===== src/rtl/maquina_ctrl_param_pkg.sv =====
// Shared definitions for the FIFO-subsystem control machine: state codes,
// state width and the threshold reset value.
package maquina_pkg;

  localparam int unsigned STATE_W = 3;

  typedef enum logic [STATE_W-1:0] {
    ST_RESET  = 3'd0,
    ST_INIT   = 3'd1,
    ST_IDLE   = 3'd2,
    ST_ACTIVE = 3'd3,
    ST_ERROR  = 3'd4
  } estado_t;

  localparam logic [31:0] UMBRAL_RST_VAL = 32'd0;

endpackage


===== src/rtl/maquina_ctrl_param_if.sv =====
// Bundle of threshold-programming, FIFO-status and state-flag signals between
// the controller (slave) and its environment (master).
interface maquina_ctrl_param_if #(
  parameter int N_FIFOS  = 5,
  parameter int UMBRAL_W = 3
);
  import maquina_pkg::*;

  logic                init;
  logic [UMBRAL_W-1:0] umbral_mf_in;
  logic [UMBRAL_W-1:0] umbral_vc_in;
  logic [UMBRAL_W-1:0] umbral_d_in;
  logic [N_FIFOS-1:0]  fifo_empties;
  logic [N_FIFOS-1:0]  fifo_errors;
  logic [UMBRAL_W-1:0] umbral_mf_out;
  logic [UMBRAL_W-1:0] umbral_vc_out;
  logic [UMBRAL_W-1:0] umbral_d_out;
  logic [N_FIFOS-1:0]  error_fifo;
  logic                error_out;
  logic                active_out;
  logic                idle_out;
  logic                init_out;
  logic [STATE_W-1:0]  estado_out;

  modport master (
    output init, umbral_mf_in, umbral_vc_in, umbral_d_in, fifo_empties, fifo_errors,
    input  umbral_mf_out, umbral_vc_out, umbral_d_out, error_fifo,
           error_out, active_out, idle_out, init_out, estado_out
  );

  modport slave (
    input  init, umbral_mf_in, umbral_vc_in, umbral_d_in, fifo_empties, fifo_errors,
    output umbral_mf_out, umbral_vc_out, umbral_d_out, error_fifo,
           error_out, active_out, idle_out, init_out, estado_out
  );

endinterface


===== src/rtl/maquina_ctrl_param_contador_inactivo.sv =====
// Debounce counter for the ACTIVE->IDLE return: done fires on the all-empty
// cycle that completes a run of IDLE_CNT consecutive all-empty cycles.
module contador_inactivo #(
  parameter int IDLE_CNT = 4,
  parameter int CNT_W    = 3
) (
  input  logic clk,
  input  logic reset,
  input  logic clear,
  input  logic all_empty,
  input  logic enable,
  output logic done
);

  localparam logic [CNT_W-1:0] CNT_LAST = CNT_W'(IDLE_CNT - 1);

  logic [CNT_W-1:0] cnt_q;
  logic [CNT_W-1:0] cnt_d;

  // Run completes when the counter already holds IDLE_CNT-1 empty cycles.
  always_comb begin
    done = enable & all_empty & (cnt_q == CNT_LAST);
  end

  // Next count: restart on clear, any busy cycle, or a completed run.
  always_comb begin
    cnt_d = cnt_q;
    if (clear) begin
      cnt_d = {CNT_W{1'b0}};
    end else if (!enable) begin
      cnt_d = cnt_q;
    end else if (!all_empty) begin
      cnt_d = {CNT_W{1'b0}};
    end else if (done) begin
      cnt_d = {CNT_W{1'b0}};
    end else begin
      cnt_d = cnt_q + CNT_W'(1);
    end
  end

  // Counter register.
  always_ff @(posedge clk) begin
    if (reset) begin
      cnt_q <= {CNT_W{1'b0}};
    end else begin
      cnt_q <= cnt_d;
    end
  end

endmodule


===== src/rtl/maquina_ctrl_param.sv =====
// Control state machine for the switch FIFO subsystem: sequences RESET/INIT/
// IDLE/ACTIVE/ERROR, latches thresholds in INIT and keeps sticky FIFO errors.
module maquina_ctrl_param
  import maquina_pkg::*;
#(
  parameter int N_FIFOS  = 5,
  parameter int UMBRAL_W = 3,
  parameter int IDLE_CNT = 4,
  parameter int CNT_W    = 3
) (
  input  logic                 clk,
  input  logic                 reset,
  maquina_ctrl_param_if.slave  bus
);

  localparam logic [UMBRAL_W-1:0] UMBRAL_RST = UMBRAL_RST_VAL[UMBRAL_W-1:0];

  estado_t             state_q, state_d;
  logic [UMBRAL_W-1:0] mf_q, mf_d;
  logic [UMBRAL_W-1:0] vc_q, vc_d;
  logic [UMBRAL_W-1:0] d_q, d_d;
  logic [N_FIFOS-1:0]  error_fifo_q, error_fifo_d;
  logic                error_q, error_d;
  logic                active_q, active_d;
  logic                idle_q, idle_d;
  logic                init_q, init_d;
  logic [STATE_W-1:0]  estado_q, estado_d;

  logic any_error_s;
  logic all_empty_s;
  logic cnt_clear_s;
  logic cnt_enable_s;
  logic idle_done_s;

  // FIFO status summaries and debounce counter control.
  always_comb begin
    any_error_s  = |bus.fifo_errors;
    all_empty_s  = &bus.fifo_empties;
    cnt_enable_s = (state_q == ST_ACTIVE);
    cnt_clear_s  = (state_q != ST_ACTIVE);
  end

  contador_inactivo #(
    .IDLE_CNT (IDLE_CNT),
    .CNT_W    (CNT_W)
  ) u_contador_inactivo (
    .clk       (clk),
    .reset     (reset),
    .clear     (cnt_clear_s),
    .all_empty (all_empty_s),
    .enable    (cnt_enable_s),
    .done      (idle_done_s)
  );

  // Next-state logic: errors first, then init, then per-state rules.
  always_comb begin
    state_d = state_q;
    case (state_q)
      ST_RESET: begin
        if (any_error_s) begin
          state_d = ST_ERROR;
        end else begin
          state_d = ST_INIT;
        end
      end
      ST_INIT: begin
        if (any_error_s) begin
          state_d = ST_ERROR;
        end else if (bus.init) begin
          state_d = ST_INIT;
        end else begin
          state_d = ST_IDLE;
        end
      end
      ST_IDLE: begin
        if (any_error_s) begin
          state_d = ST_ERROR;
        end else if (bus.init) begin
          state_d = ST_INIT;
        end else if (!all_empty_s) begin
          state_d = ST_ACTIVE;
        end else begin
          state_d = ST_IDLE;
        end
      end
      ST_ACTIVE: begin
        if (any_error_s) begin
          state_d = ST_ERROR;
        end else if (bus.init) begin
          state_d = ST_INIT;
        end else if (idle_done_s) begin
          state_d = ST_IDLE;
        end else begin
          state_d = ST_ACTIVE;
        end
      end
      ST_ERROR: begin
        state_d = ST_ERROR;
      end
      default: begin
        state_d = ST_RESET;
      end
    endcase
  end

  // Threshold capture in INIT and sticky error accumulation.
  always_comb begin
    if (state_q == ST_INIT) begin
      mf_d = bus.umbral_mf_in;
      vc_d = bus.umbral_vc_in;
      d_d  = bus.umbral_d_in;
    end else begin
      mf_d = mf_q;
      vc_d = vc_q;
      d_d  = d_q;
    end
    error_fifo_d = error_fifo_q | bus.fifo_errors;
  end

  // Flags decode the next state so that registered flags track state_q.
  always_comb begin
    error_d  = (state_d == ST_ERROR);
    active_d = (state_d == ST_ACTIVE);
    idle_d   = (state_d == ST_IDLE);
    init_d   = (state_d == ST_INIT);
    estado_d = state_d;
  end

  // State, threshold, error-mask and flag registers.
  always_ff @(posedge clk) begin
    if (reset) begin
      state_q      <= ST_RESET;
      mf_q         <= UMBRAL_RST;
      vc_q         <= UMBRAL_RST;
      d_q          <= UMBRAL_RST;
      error_fifo_q <= {N_FIFOS{1'b0}};
      error_q      <= 1'b0;
      active_q     <= 1'b0;
      idle_q       <= 1'b0;
      init_q       <= 1'b0;
      estado_q     <= ST_RESET;
    end else begin
      state_q      <= state_d;
      mf_q         <= mf_d;
      vc_q         <= vc_d;
      d_q          <= d_d;
      error_fifo_q <= error_fifo_d;
      error_q      <= error_d;
      active_q     <= active_d;
      idle_q       <= idle_d;
      init_q       <= init_d;
      estado_q     <= estado_d;
    end
  end

  assign bus.umbral_mf_out = mf_q;
  assign bus.umbral_vc_out = vc_q;
  assign bus.umbral_d_out  = d_q;
  assign bus.error_fifo    = error_fifo_q;
  assign bus.error_out     = error_q;
  assign bus.active_out    = active_q;
  assign bus.idle_out      = idle_q;
  assign bus.init_out      = init_q;
  assign bus.estado_out    = estado_q;

endmodule


===== src/flat_wrapper.sv =====
// flat-port wrapper written by rule: the top's interface ports become plain ports
module maquina_ctrl_param_flat import maquina_pkg::*;
#(
  parameter int N_FIFOS  = 5,
  parameter int UMBRAL_W = 3,
  parameter int IDLE_CNT = 4,
  parameter int CNT_W    = 3
)
  (clk, reset, bus_init, bus_umbral_mf_in, bus_umbral_vc_in, bus_umbral_d_in, bus_fifo_empties, bus_fifo_errors, bus_umbral_mf_out, bus_umbral_vc_out, bus_umbral_d_out, bus_error_fifo, bus_error_out, bus_active_out, bus_idle_out, bus_init_out, bus_estado_out);
  maquina_ctrl_param_if #(.N_FIFOS(N_FIFOS), .UMBRAL_W(UMBRAL_W)) bus_i ();
  input  logic clk;
  input  logic reset;
  input wire logic [$bits(bus_i.init)-1:0] bus_init;
  input wire logic [$bits(bus_i.umbral_mf_in)-1:0] bus_umbral_mf_in;
  input wire logic [$bits(bus_i.umbral_vc_in)-1:0] bus_umbral_vc_in;
  input wire logic [$bits(bus_i.umbral_d_in)-1:0] bus_umbral_d_in;
  input wire logic [$bits(bus_i.fifo_empties)-1:0] bus_fifo_empties;
  input wire logic [$bits(bus_i.fifo_errors)-1:0] bus_fifo_errors;
  output wire logic [$bits(bus_i.umbral_mf_out)-1:0] bus_umbral_mf_out;
  output wire logic [$bits(bus_i.umbral_vc_out)-1:0] bus_umbral_vc_out;
  output wire logic [$bits(bus_i.umbral_d_out)-1:0] bus_umbral_d_out;
  output wire logic [$bits(bus_i.error_fifo)-1:0] bus_error_fifo;
  output wire logic [$bits(bus_i.error_out)-1:0] bus_error_out;
  output wire logic [$bits(bus_i.active_out)-1:0] bus_active_out;
  output wire logic [$bits(bus_i.idle_out)-1:0] bus_idle_out;
  output wire logic [$bits(bus_i.init_out)-1:0] bus_init_out;
  output wire logic [$bits(bus_i.estado_out)-1:0] bus_estado_out;
  assign bus_i.init = bus_init;
  assign bus_i.umbral_mf_in = bus_umbral_mf_in;
  assign bus_i.umbral_vc_in = bus_umbral_vc_in;
  assign bus_i.umbral_d_in = bus_umbral_d_in;
  assign bus_i.fifo_empties = bus_fifo_empties;
  assign bus_i.fifo_errors = bus_fifo_errors;
  assign bus_umbral_mf_out = bus_i.umbral_mf_out;
  assign bus_umbral_vc_out = bus_i.umbral_vc_out;
  assign bus_umbral_d_out = bus_i.umbral_d_out;
  assign bus_error_fifo = bus_i.error_fifo;
  assign bus_error_out = bus_i.error_out;
  assign bus_active_out = bus_i.active_out;
  assign bus_idle_out = bus_i.idle_out;
  assign bus_init_out = bus_i.init_out;
  assign bus_estado_out = bus_i.estado_out;
  maquina_ctrl_param #(.N_FIFOS(N_FIFOS), .UMBRAL_W(UMBRAL_W), .IDLE_CNT(IDLE_CNT), .CNT_W(CNT_W)) u_core (.clk(clk), .reset(reset), .bus(bus_i));
endmodule

===== config.mk =====
export PLATFORM = sky130hd
export DESIGN_NAME = maquina_ctrl_param_flat
export DESIGN_NICKNAME = d
export VERILOG_FILES = /design/src/rtl/maquina_ctrl_param_pkg.sv /design/src/rtl/maquina_ctrl_param_if.sv /design/src/rtl/maquina_ctrl_param_contador_inactivo.sv /design/src/rtl/maquina_ctrl_param.sv /design/src/flat_wrapper.sv
export SDC_FILE = /design/constraint.sdc
export NUM_CORES = 1
export LEC_CHECK = 0
export BUFFER_PORTS_ARGS = -buffer_cell sky130_fd_sc_hd__buf_2
export CORE_ASPECT_RATIO = 0.9
export CORE_MARGIN = 2
export CORE_UTILIZATION = 35
export CTS_CLUSTER_SIZE = 40
export DETAILED_ROUTE_END_ITERATION = 6
export GPL_ROUTABILITY_DRIVEN = 1
export PLACE_DENSITY_LB_ADDON = 0.2
export SYNTH_ARGS = -nofsm -noshare
export SYNTH_HDL_FRONTEND = slang
export SYNTH_HIERARCHICAL = 1
export SYNTH_SLANG_ARGS = --single-unit

===== constraint.sdc =====
create_clock -name clk -period 1.25 [get_ports clk]
set_input_delay 0.0625 -clock clk [delete_from_list [all_inputs] [get_ports clk]]
set_output_delay 0.0625 -clock clk [all_outputs]
set_load 0.01 [all_outputs]

==> results.txt, run 1 <==
Fin crit share = 1.07
Peak supply drop = 1.34 mV
Static Leak = 0.653 nW
Ant diodes = 0
Largest net degree at the start of global routing = 17
# IOs = 43
Setup Viol. Count Final = 4
Clk sinks = 24
Setup TNS = -0.239 ns
Crit-path slowest cell = or4b_4
Routability cong. = 0.707
Max Slew Vio Count = 0
RSZ-0062 raised after global routing = true
CTS H-tree lvls = 1
Largest cells by area after synthesis = dfxtp_1 52%, mux2i_1 9.7%, nor2_1 9.3%
Ratio of cells with drive above 1 in the final layout = 0.455
Synth Register Bits = 24
Layout net count = 180
Max-cap viol count = 0
Cell Pwr Density = 1010 mW/mm^2
Post-route ant nets = 0
Setup CP Type = flip-flop to flip-flop
Via density = 4.71
Async S/R FF share, synth = 0
Synth Flop Type = dfxtp_1
Avg WL per Cell = 12.1 um
Drt total wl = 2240 um
Via count = 866
Initial antenna violation count = 0
Total power = 1.48 mW
All-Layer GR Usage = 0.151
Sequential-to-total area share from yosys stat = 0.520
Worst reg-to-reg setup slack = -0.09 ns
CTS tree = done
Fin Clk Skew = 0.00221 ns
Drt pass-1 iters = 4
Die area = 0.00307 mm^2
CTS Buf Count = 3
Reg clk slew, reported paths = 0.13 ns
Port bufs = 42
Layout Cells excl Fill = 184
Mapped Area = 925 um^2
Die height = 52.8 um
CP Data Required Time = 1.48 ns
Fin crit period = 1.34 ns
Least-Margin Pin Slew = 0.443 ns
DRC = 0
Worst Setup End Kind = flip-flop
Outcome = finished with violations
Post-Syn Instances = 92
Relative slew slack = 0.697
Clk buf depth = 2
Clock Tree Root = clkbuf_4
Setup slack after layout = -0.0896 ns
First-pass GRT wire length = 3480 um
Drt initial violations = 14
Synthesis-to-layout area growth = 58.6%
Startpoint Class = flip-flop
Area share of the largest cell type after synthesis = 0.520
Fin. Hold Viols = 0
Tightest hold margin = 0.000759 ns
Worst path cell trace = and3b_2, inv_2, or4b_4, o31ai_2
Post-synth EDFFs = 0
DP Cell Count = 166
Data arrival, critical path = 1.57 ns
Cell taking the most area after synthesis = dfxtp_1
Grt total ovfl = 0
Rows = 17
Fin util = 0.589
DPL Wire Length = 1490 um
Warnings, synthesis = 6
Clock Latency Late Sink = 0.31 ns
Yosys cell types = 29
Starting Density = 0.372
Failing checks = setup timing
Die Wd = 58.2 um
Max Freq = 746 MHz
CP Max Fanout = 6
Core ar. = 0.00249 mm^2
Largest stage delay on the critical path = 0.48 ns
Hold Path Class = input port to flip-flop
Average cell area after synthesis = 10.1 um^2
Synthesized Nets = 115
Vias in the first global route = 834
area by class of cell:
type	count	area, um^2
sequential	24	488
clock buffer	3	22.5
clock inverter	1	30.0
inverter	4	15.0
timing repair buffer	63	405
tap	28	35.0
fill	216	1020
multi-input combinational	61	470
worst max-delay path, delay by kind of cell (launching register included):
kind,cells,cell delay [ns]
AO/OA/AOI/OAI,1,0.07
buffers and inverters,1,0.07
flip-flops,1,0.36
AND/OR/NAND/NOR,2,0.76
path summary, 6_finish.rpt:
check / start / depth (start not counted) / endpoint
worst max register to register: u_core/bus.estado_out[2]$_SDFF_PP0_ / 4 / u_core/u_contador_inactivo/cnt_q[0]$_SDFFE_PP0P_
worst min-delay path: bus_fifo_errors[2] / 3 / u_core/bus.error_fifo[2]$_SDFF_PP0_
worst max-delay path: u_core/bus.estado_out[2]$_SDFF_PP0_ / 4 / u_core/u_contador_inactivo/cnt_q[0]$_SDFFE_PP0P_
worst min register to register: u_core/bus.error_fifo[3]$_SDFF_PP0_ / 2 / u_core/bus.error_fifo[3]$_SDFF_PP0_
registers in the layout, indices dropped and copies added (netlist names):
| register | cells |
|---|---|
| u_core/bus.estado_out | 3 |
| u_core/bus.umbral_mf_out | 3 |
| u_core/u_contador_inactivo/cnt_q | 3 |
| u_core/bus.idle_out | 1 |
| u_core/bus.umbral_vc_out | 3 |
| u_core/bus.active_out | 1 |
| u_core/bus.error_fifo | 5 |
| u_core/bus.init_out | 1 |
| u_core/bus.umbral_d_out | 3 |
| u_core/bus.error_out | 1 |
layer usage:
layer  vias to the layer above  track usage  routed length (um)
li1                        442            -                   -
met1                       396        0.174                 978
met2                        26        0.267                1130
met3                         2       0.0519                 120
met4                         0       0.0388                   8
met5                         -            0                   0
where the power goes:
part	internal (mW)	switching (mW)
clock	0.324	0.231
sequential	0.780	0.00716
combinational	0.0763	0.0625
logic make-up (layout without fill, tap and decap cells):
family,after synthesis,in the layout,synth area share
AO/OA/AOI/OAI,9,9,0.0758
adder cells (fa/ha/maj),1,1,0.0135
buffers and inverters,7,71,0.0379
flip-flops,24,24,0.520
multiplexers,9,9,0.0974
AND/OR/NAND/NOR,42,42,0.256
stage by stage:
stage / worst slack, ns / area (um^2)
detailed placement: -0.0764 / 1210
CTS: -0.0899 / 1410
global placement: -0.0418 / 1210
global route: -0.146 / 1470
floorplan: -0.0272 / 937
finish: -0.0896 / 1470
cells in the final DEF (no fill, tap or decap), types with 2 or more instances in the layout:
| cell | netlist | final |
|---|---|---|
| buf_2 | 1 | 42 |
| nor2_1 | 23 | 23 |
| dfxtp_1 | 24 | 20 |
| dlygate4sd3_1 | 0 | 12 |
| mux2i_1 | 9 | 9 |
| buf_4 | 0 | 7 |
| clkbuf_4 | 0 | 3 |
| nand2_1 | 3 | 3 |
| inv_1 | 4 | 3 |
| dfxtp_2 | 0 | 3 |
| buf_6 | 1 | 2 |
| a211oi_1 | 2 | 2 |
synthesized netlist by cell type, types with 2 or more instances:
library cell / count
a211oi_1: 2
dfxtp_1: 24
mux2i_1: 9
nand2b_1: 2
or4b_1: 2
nand2_1: 3
inv_1: 4
o31ai_1: 2
nor2b_1: 2
nor2_1: 23
timing repair:
action                                 in CTS  in global routing
endpoints found under the hold margin      12                  0
setup endpoints to repair                   5                 15
gates resized for setup                     3                 11
buffers inserted                            1                  0
hold buffers                               12                  0
pin swaps                                   1                  2
cloned                                      0                  1
(Power assumes the default switching activity.)
==> run 2: changes to the inputs <==
--- a/config.mk
+++ b/config.mk
@@ -9,6 +9,7 @@
 export CORE_ASPECT_RATIO = 0.9
 export CORE_MARGIN = 2
 export CORE_UTILIZATION = 35
+export CTS_BUF_LIST = sky130_fd_sc_hd__clkbuf_8
 export CTS_CLUSTER_SIZE = 40
 export DETAILED_ROUTE_END_ITERATION = 6
 export GPL_ROUTABILITY_DRIVEN = 1
==> run 2 against run 1 <==
  * The run still ends with setup timing left
  * Highest routed layer unchanged
  * Critical path depth is the same
  * Hold slack gained 0.029 ns
  * Cell count shrank 6.5%
  * Power grew 5.5%
  * Largest cell class unchanged
  * Non-clock buffer count shrank 12
  * First-iteration DRC count shrank 21%
  * Die area is the same
  * Via count shrank 6.9%
  * Cell area shrank 7.4%
==> results.txt, run 2 (same netlist as run 1, synthesis figures left out) <==
Startpoint Class = flip-flop
Ant diodes = 0 (unchanged)
CTS H-tree lvls = 1 (unchanged)
Die Wd = 58.2 um (unchanged)
Max-cap viol count = 0 (unchanged)
Data arrival, critical path = 1.51 ns (-0.06 ns)
Total power = 1.56 mW (+5.5%)
Cell Pwr Density = 1150 mW/mm^2 (+14%)
Drt initial violations = 11 (-3)
Max Freq = 752 MHz (+0.69%)
Post-route ant nets = 0 (unchanged)
Psw = 0.304 mW (+1.2%)
Avg WL per Cell = 12.1 um (-0.73%)
Via count = 806 (-6.9%)
Worst Setup End Kind = flip-flop
Fin. Hold Viols = 0 (unchanged)
Setup Viol. Count Final = 5 (+1)
Starting Density = 0.372 (unchanged)
Outcome = finished with violations
Power share of the combinational group = 0.070 (-0.024)
# IOs = 43 (unchanged)
Hold Path Class = input port to flip-flop
FF/Latch Area = 488 um^2 (unchanged)
Peak supply drop = 1.92 mV (+43%)
Static Leak = 0.609 nW (-6.6%)
Fin crit share = 1.06 (-0.00732)
Drt total wl = 2070 um (-7.2%)
Drt pass-1 iters = 4 (unchanged)
Least-Margin Pin Slew = 0.450 ns (+0.00747 ns)
Setup slack after layout = -0.0805 ns (+0.00915 ns)
Multi-input gate area = 459 um^2 (-2.4%)
CP Data Required Time = 1.43 ns (-0.05 ns)
Die height = 52.8 um (unchanged)
Sw Ratio = 0.194 (-0.00836)
Rows = 17 (unchanged)
Die area = 0.00307 mm^2 (unchanged)
Port bufs = 42 (unchanged)
Clk buf depth = 2 (unchanged)
RSZ-0062 raised after global routing = true
Clk sinks = 24 (unchanged)
All-Layer GR Usage = 0.143 (-0.00787)
Commonest non-fill, non-tap cell in the layout = buf_2
Layout net count = 168 (-6.7%)
First-pass GRT wire length = 3350 um (-4.0%)
Ratio of cells with drive above 1 in the final layout = 0.500 (+0.0449)
Max Slew Vio Count = 0 (unchanged)
Fin Clk Skew = 0.00385 ns (+0.00164 ns)
Reg clk slew, reported paths = 0.08 ns (-0.05 ns)
Clk pwr share = 0.426 (+0.051)
Grt total ovfl = 0 (unchanged)
Largest net degree at the start of global routing = 17 (unchanged)
Core ar. = 0.00249 mm^2 (unchanged)
Clock Tree Root = clkbuf_8
Int Pwr = 1.26 mW (+6.6%)
Routability cong. = 0.707 (unchanged)
Via density = 4.69 (-0.44%)
Setup CP Type = flip-flop to flip-flop
CTS Buf Count = 3 (unchanged)
Vias in the first global route = 756 (-9.4%)
Synthesis-to-layout area growth = 46.8%
Failing checks = setup timing
Share of power burned in registers = 0.503 (-0.029)
Fin crit period = 1.33 ns (-0.00915 ns)
Relative slew slack = 0.692 (-0.00511)
CP Max Fanout = 6 (unchanged)
Fin util = 0.546 (-0.0437)
DRC = 0 (unchanged)
CTS tree = done
Largest register FFs = 5 (unchanged)
# fillers = 229 (+6.0%)
Commonest non-fill, non-tap cells in the layout = 42 x buf_2, 23 x nor2_1, 20 x dfxtp_1, 9 x mux2i_1, 6 x buf_4
Clock Latency Late Sink = 0.26 ns (-0.05 ns)
Initial antenna violation count = 0 (unchanged)
DPL Wire Length = 1490 um (unchanged)
[run 2: power groups by stage]
stage	sequential (mW)	combinational [mW]	clock [mW]
after floorplan	0.815	0.0301	0
after global placement	0.804	0.106	0
after detailed placement	0.805	0.108	0
after CTS	0.787	0.109	0.683
after global routing	0.789	0.123	0.704
final	0.787	0.110	0.666
[run 2: area by class of cell]
| class | instances | share of cell area |
|---|---|---|
| sequential | 24 | 0.359 |
| multi-input combinational | 61 | 0.338 |
| timing repair buffer | 51 | 0.213 |
| clock buffer | 3 | 0.0304 |
| tap | 28 | 0.0258 |
| clock inverter | 1 | 0.0221 |
| inverter | 4 | 0.0111 |
[run 2: critical path, cell delays in order, from the launching register on]
cell     delay, ns
dfxtp_4       0.34
and3b_2       0.28
inv_2         0.06
or4b_4        0.48
o31ai_2       0.07
[run 2: metal layers]
layer	wire length, um	part of all wire	vias to the layer above	GRT usage
met1	941	0.45	363	0.172
met2	1010	0.48	24	0.252
met4	8	0.0039	0	0.0233
met3	119	0.057	2	0.0469
met5	0	0	-	0
li1	-	-	417	-
[run 2: per-stage QoR]
step           TNS (ns)  std cells  instance area (um^2)  hold slack, ns  worst slack [ns]
3_5_place_dp     -0.223        166                  1210           0.303           -0.0764
3_3_place_gp    -0.0637        166                  1210           0.297           -0.0418
4_1_cts          -0.242        171                  1330          0.0272           -0.0799
6_report         -0.278        172                  1360          0.0300           -0.0805
5_1_grt          -0.923        172                  1360          0.0428            -0.135
2_1_floorplan   -0.0686         92                   937           0.146           -0.0272
[run 2: repair_timing]
item / in CTS / in global routing
gates cloned: 0 / 1
pin swaps: 1 / 0
hold buffers: 0 / 0
setup buffers: 1 / 0
endpoints found under the setup margin: 4 / 15
gates resized for setup: 6 / 8
endpoints found under the hold margin: 0 / 0
[run 2: worst paths after layout]
path                                  startpoint  depth (start not counted)                                          endpoint  slack (ns)
max reg2reg  u_core/bus.estado_out[2]$_SDFF_PP0_                          4  u_core/u_contador_inactivo/cnt_q[0]$_SDFFE_PP0P_       -0.08
min                          bus_umbral_vc_in[2]                          3          u_core/bus.umbral_vc_out[2]$_SDFFE_PP0P_        0.03
max          u_core/bus.estado_out[2]$_SDFF_PP0_                          4  u_core/u_contador_inactivo/cnt_q[0]$_SDFFE_PP0P_       -0.08
min reg2reg  u_core/bus.error_fifo[3]$_SDFF_PP0_                          2               u_core/bus.error_fifo[3]$_SDFF_PP0_        0.47
